==> src/rtl/spi_reg_bank.sv <==
// spi_reg_bank: SPI mode-0 register bank, oversampled in the clk domain.
// Define SPI_READBACK_EN to enable read-back of registers on cipo.
module spi_reg_bank #(
   parameter int NUM_REGS = 5,
   parameter int DATA_W   = 8,
   parameter int ADDR_W   = 7
) (
   input  logic                       clk,
   input  logic                       rst_n,
   input  logic                       sclk,
   input  logic                       cs_n,
   input  logic                       copi,
   output logic                       cipo,
   output logic                       cipo_oe,
   output logic [NUM_REGS*DATA_W-1:0] regs,
   output logic                       wr_strobe,
   output logic [ADDR_W-1:0]          wr_addr,
   output logic                       frame_err
);

   localparam int FRAME_LEN = 1 + ADDR_W + DATA_W;
   localparam int CNT_W     = $clog2(FRAME_LEN + 2);
   localparam logic [CNT_W-1:0] CNT_FULL = CNT_W'(FRAME_LEN);
   localparam logic [CNT_W-1:0] CNT_MAX  = CNT_W'(FRAME_LEN + 1);
   localparam logic [CNT_W-1:0] CNT_ADDR = CNT_W'(ADDR_W);

   typedef enum logic [1:0] {IDLE, SHIFT, COMMIT} state_t;

   function automatic logic [CNT_W-1:0] sat_inc(input logic [CNT_W-1:0] c);
      return (c == CNT_MAX) ? c : c + CNT_W'(1);
   endfunction

   logic sclk_p0, sclk_p1, sclk_p2;
   logic cs_p0, cs_p1, cs_p2;
   logic copi_p0, copi_p1, copi_p2;

   // p0/p1 form the synchronizer, p2 is the history flop for edge detection
   always_ff @(posedge clk or negedge rst_n) begin
      if (!rst_n) begin
         sclk_p0 <= 1'b0;
         sclk_p1 <= 1'b0;
         sclk_p2 <= 1'b0;
         cs_p0   <= 1'b1;
         cs_p1   <= 1'b1;
         cs_p2   <= 1'b1;
         copi_p0 <= 1'b0;
         copi_p1 <= 1'b0;
         copi_p2 <= 1'b0;
      end else begin
         sclk_p0 <= sclk;
         sclk_p1 <= sclk_p0;
         sclk_p2 <= sclk_p1;
         cs_p0   <= cs_n;
         cs_p1   <= cs_p0;
         cs_p2   <= cs_p1;
         copi_p0 <= copi;
         copi_p1 <= copi_p0;
         copi_p2 <= copi_p1;
      end
   end

   logic sclk_rise, cs_fall, cs_rise;
   assign sclk_rise = sclk_p1 & ~sclk_p2;
   assign cs_fall   = ~cs_p1 & cs_p2;
   assign cs_rise   = cs_p1 & ~cs_p2;

   state_t               state;
   logic [CNT_W-1:0]     cnt;
   logic [FRAME_LEN-1:0] sr;
   logic [FRAME_LEN-1:0] sr_nxt;
   logic                 fall_pend;
   logic [DATA_W-1:0]    mem [NUM_REGS];
   logic [ADDR_W-1:0]    c_addr;
   logic [DATA_W-1:0]    c_data;

   // copi_p2 is one cycle older than the sclk sample, giving extra setup margin
   assign sr_nxt = {sr[FRAME_LEN-2:0], copi_p2};
   assign c_addr = sr[DATA_W +: ADDR_W];
   assign c_data = sr[DATA_W-1:0];

   for (genvar g = 0; g < NUM_REGS; g++) begin : g_regs
      assign regs[g*DATA_W +: DATA_W] = mem[g];
   end

`ifdef SPI_READBACK_EN
   logic              sclk_fall;
   logic [ADDR_W-1:0] rd_addr;
   logic [DATA_W-1:0] rd_data;
   logic [DATA_W-1:0] so_reg;
   logic              oe_q;

   assign sclk_fall = ~sclk_p1 & sclk_p2;
   assign rd_addr   = sr_nxt[ADDR_W-1:0];
   assign cipo      = so_reg[DATA_W-1];
   assign cipo_oe   = oe_q;

   always_comb begin
      rd_data = '0;
      for (int k = 0; k < NUM_REGS; k++) begin
         if (rd_addr == ADDR_W'(k)) rd_data = mem[k];
      end
   end
`else
   assign cipo    = 1'b0;
   assign cipo_oe = 1'b0;
`endif

   always_ff @(posedge clk or negedge rst_n) begin
      if (!rst_n) begin
         state     <= IDLE;
         cnt       <= '0;
         sr        <= '0;
         fall_pend <= 1'b0;
         wr_strobe <= 1'b0;
         wr_addr   <= '0;
         frame_err <= 1'b0;
         for (int k = 0; k < NUM_REGS; k++) mem[k] <= '0;
`ifdef SPI_READBACK_EN
         so_reg    <= '0;
         oe_q      <= 1'b0;
`endif
      end else begin
         wr_strobe <= 1'b0;
         frame_err <= 1'b0;
         case (state)
            IDLE: begin
               fall_pend <= 1'b0;
               if (cs_fall || fall_pend) begin
                  state <= SHIFT;
                  cnt   <= '0;
                  sr    <= '0;
               end
            end
            SHIFT: begin
               if (cs_rise) begin
                  state <= COMMIT;
               end else if (sclk_rise) begin
                  sr  <= sr_nxt;
                  cnt <= sat_inc(cnt);
               end
`ifdef SPI_READBACK_EN
               // the rise carrying the last address bit of a read frame loads the data
               if (cs_rise) begin
                  so_reg <= '0;
                  oe_q   <= 1'b0;
               end else if (sclk_rise && cnt == CNT_ADDR && !sr_nxt[ADDR_W]) begin
                  so_reg <= rd_data;
                  oe_q   <= 1'b1;
               end else if (sclk_fall && oe_q) begin
                  so_reg <= so_reg << 1;
               end
`endif
            end
            COMMIT: begin
               state     <= IDLE;
               fall_pend <= cs_fall;
               if (cnt != CNT_FULL) begin
                  frame_err <= 1'b1;
               end else if (sr[FRAME_LEN-1]) begin
                  if (32'(c_addr) < NUM_REGS) begin
                     for (int k = 0; k < NUM_REGS; k++) begin
                        if (c_addr == ADDR_W'(k)) mem[k] <= c_data;
                     end
                     wr_strobe <= 1'b1;
                     wr_addr   <= c_addr;
                  end else begin
                     frame_err <= 1'b1;
                  end
               end
            end
            default: state <= IDLE;
         endcase
      end
   end

endmodule
==> config.mk <==
export PLATFORM = sky130hd
export DESIGN_NAME = spi_reg_bank
export DESIGN_NICKNAME = d
export VERILOG_FILES = /design/src/rtl/spi_reg_bank.sv
export SDC_FILE = /design/constraint.sdc
export NUM_CORES = 1
export LEC_CHECK = 0
export BUFFER_PORTS_ARGS = -buffer_cell sky130_fd_sc_hd__buf_2
export CAP_MARGIN = 20
export CORE_MARGIN = 5
export CORE_UTILIZATION = 50
export DETAILED_ROUTE_END_ITERATION = 6
export GPL_TIMING_DRIVEN = 0
export PLACE_DENSITY = 0.82
export SYNTH_ARGS = -nofsm -noshare
export SYNTH_HDL_FRONTEND = slang
export SYNTH_SLANG_ARGS = --single-unit
export TNS_END_PERCENT = 1
==> constraint.sdc <==
create_clock -name clk -period 1.8 [get_ports clk]
set_input_delay 0.27 -clock clk [delete_from_list [all_inputs] [get_ports clk]]
set_output_delay 0.27 -clock clk [all_outputs]
set_load 0.005 [all_outputs]
==> run_results.csv <==
group,metric,value,unit
die,dieArea,8170,sq um
worst_setup_path,r2r_start,"cnt[1]",
die,die_y,90.4,microns
worst_setup_path,r2r_cells,7,
route,viasPerCell,5.49,
job,maxCapViolCount,0,
route,drt_iter0_markers,89,
synthesis,synth_top_cell_by_area,"dfrtp_1",
worst_setup_path,critPathLaunch,"cnt[1]",
route,drt-total-wl,6.23,mm
synthesis,yosys.area_share.simple,0.0972,
outcome,violations,"setup timing",
timing,tns,-2060,ps
route,drc,0,
grt,grt_pass1_wl,10.2,mm
die,rows,29,
final_layout,area_delta_synth_final,20.6,%
route,dr.pass1.iters,4,
synthesis,yosys_warnings,0,
outcome,status,"finished with violations",
route,num_vias,2021,
die,core_area,6310,sq um
worst_setup_path,end_kind,"flip-flop",
worst_setup_path,worst-path-stages,7,
grt,grtUsageTotal,0.157,
final_layout,antenna_cells,0,
synthesis,synthFlopType,"dfrtp_1",
synthesis,yosysUniqueCellTypes,39,
synthesis,synth_xor_area_frac,0,
synthesis,muxShareOfSynthArea,0.165,
power,p_leak,2.08,nW
synthesis,synth_compound_area_frac,0.0670,
grt,grt_busiest_layer,"met2",
final_layout,nNetsFinal,294,
timing,final-setup-viol-count,32,
worst_setup_path,critPathRequiredTime,2030,ps
worst_hold_path,min_path_type,"input port to flip-flop",
die,start_util,0.512,
clock_network,clock_sinks,82,
worst_setup_path,crit_end,"regs[8]",
grt,grtUsageMet2,0.237,
worst_setup_path,rrSetupSlack,-110,ps
clock_network,clock_tree.buffer_depth,2,
power,ir_worst_vdd,0.519,mV
worst_setup_path,reg2reg_to,"regs[8]",
die,fp.dieW,90.4,microns
worst_setup_path,cp_cell_sequence,"inv_2, ha_4, and4bb_2, and3_4, and4b_1, buf_6, mux2_4",
synthesis,netlist_instances,213,
timing,max_freq,523,MHz
timing,post-route-period-util,1.06,
grt,grt.overflow.total,0,
timing,period_needed,1910,ps
worst_setup_path,crit_buf_inv,2,
clock_network,root_buffer,"clkbuf_8",
worst_setup_path,start_kind,"flip-flop",
worst_setup_path,slowest_stage,"dfrtp_1",
timing,grt_setup_unrepaired,"true",
synthesis,post-synth-top-area-fraction,0.612,
timing,maxSlewViolCount,0,
grt,grt_antenna_before_repair,0,
clock_network,clk_pin_slew,80,ps
synthesis,synth_top_family_by_area,"multiplexers",
worst_setup_path,cp.arrival,2150,ps
synthesis,synth_edf_count,0,
grt,met1_usage,0.206,
final_layout,seq_area,2060,sq um
clock_network,worstSkewPairLatency,350,ps
synthesis,synth_area_per_cell,15.2,sq um
place,numPortBuffers,53,
die,ioPinCount,56,
power,power_density,927,nW/um^2
grt,globalRouteMet3Util,0.0317,
worst_setup_path,crit_path_max_incr_delay,400,ps
timing,timing.final.ws_setup,-112,ps
final_layout,fill_cells,515,
worst_setup_path,critPathMaxFanout,8,
synthesis,synthArstFlopShare,1.00,
timing,finClkSkew,12.8,ps
timing,final_hold_viol_count,0,
synthesis,synth_adder_area_share,0.0116,
clock_network,cts_buffers,9,
route,ant_nets,0,
synthesis,yosys-top-cells-area,"dfrtp_1 61%, mux2_2 9.1%, mux2_4 7.4%",
worst_setup_path,crit_family,"simple AND/OR/NAND/NOR gates",
synthesis,synth_area,3230,sq um
place,pre_cts_ws,-227,ps
worst_setup_path,path_class,"flip-flop to flip-flop",
clock_network,cts_tree,"built",
synthesis,synth_seq_area_share,0.636,
synthesis,ys_seq_elements,82,
grt,grt_max_degree,53,
final_layout,multi_input_area,1140,sq um
route,wl_per_cell,16.9,microns
grt,grt_pass1_vias,2076,
place,gp_congestion,0.771,
place,dp_hpwl,4.06,mm
clock_network,htreeDepth,3,
final_layout,drive_above_1_share,0.481,
-- through the flow --
step	util	power (mW)	hold slack (ps)	area, sq um	std cells
after global placement	0.570	2.33	336	3600	344
after CTS	0.614	3.62	11.1	3870	366
after detailed placement	0.575	2.36	234	3630	345
after floorplan	-	2.22	-25.6	3240	214
final	0.617	3.61	28.7	3900	368
after global routing	0.617	3.79	16.2	3900	368
-- timing repair --
item	CTS	global route
hold endpoints to repair	31	0
gates resized for setup	9	4
setup endpoints to repair	50	50
hold buffers	2	0
buffers inserted	4	2
pin swaps	2	0
-- synth_stat cells (2+ instances only) --
| cell | count |
|---|---|
| dfrtp_1 | 79 |
| mux2_2 | 26 |
| a22o_1 | 16 |
| mux2_4 | 16 |
| nand2_1 | 8 |
| and2_1 | 5 |
| nand3_1 | 5 |
| and3_1 | 4 |
| clkbuf_1 | 4 |
| nand2b_1 | 4 |
| buf_6 | 3 |
| dfstp_2 | 3 |
| ha_1 | 3 |
| nor2_1 | 3 |
| nor2b_1 | 3 |
| a21oi_1 | 2 |
| and4b_1 | 2 |
| buf_4 | 2 |
| inv_1 | 2 |
| nand3_2 | 2 |
| o21ai_1 | 2 |
| o2bb2ai_1 | 2 |
-- cells by family (layout without fill, tap and decap cells) --
family                     count (synthesis)  after routing
DFF                                       82             82
and+or+nand+nor                           47             47
muxes                                     42             42
AOI/OAI and AO/OA                         27             27
buffers and inverters                     11             88
adders and majority gates                  3              3
other                                      1              2
-- layout make-up --
class,count,share of cell area
Sequential cell,82,0.528
Multi-Input combinational cell,121,0.294
Timing Repair Buffer,62,0.0925
Clock buffer,10,0.0328
Tap cell,77,0.0247
Buffer,8,0.0141
Clock inverter,6,0.0125
Inverter,2,0.00193
-- power breakdown --
part / internal, mW / switching [mW]
clock: 0.513 / 0.685
combinational: 0.172 / 0.281
sequential: 1.90 / 0.0624
-- layer usage --
metal / part of all wire / vias to the layer above
li1: - / 916
met1: 0.44 / 1026
met2: 0.49 / 66
met3: 0.046 / 13
met4: 0.027 / 0
met5: 0 / -
-- state kept, by name (all words and copies together) (netlist names), 2 cells and up --
register	flops
cnt	5
wr_addr	7
state	2
sr	16
regs	40
-- layout by cell type (no fill, tap or decap), types with 3 or more instances in the layout --
cell type / count
dfrtp_1: 79
buf_2: 52
mux2_2: 26
a22o_1: 16
mux2_4: 16
buf_4: 9
clkbuf_8: 9
nand2_1: 7
and2_1: 5
nand3_1: 5
nand2b_1: 4
clkbuf_1: 3
nor2_1: 3
and3_1: 3
clkinvlp_4: 3
dfstp_2: 3
-- worst register-to-register path: cells and delay by family, from the launching register on --
| kind | cells | cell delay, ps |
|---|---|---|
| DFF | 1 | 400 |
| muxes | 1 | 310 |
| adders and majority gates | 1 | 120 |
| and+or+nand+nor | 3 | 700 |
| buffers and inverters | 2 | 280 |
-- worst min path at each step --
| stage | start | endpoint | slack (ps) | cells after the start |
|---|---|---|---|---|
| after floorplan | rst_n | cnt[0] | -30 | 0 |
| after global placement | copi_p0 | copi_p1 | 340 | 0 |
| after detailed placement | rst_n | sclk_p0 | 230 | 1 |
| after CTS | copi | copi_p0 | 10 | 1 |
| after global routing | copi | copi_p0 | 20 | 1 |
| final | copi | copi_p0 | 30 | 1 |
Note: power is estimated with default switching activity, not from simulation.
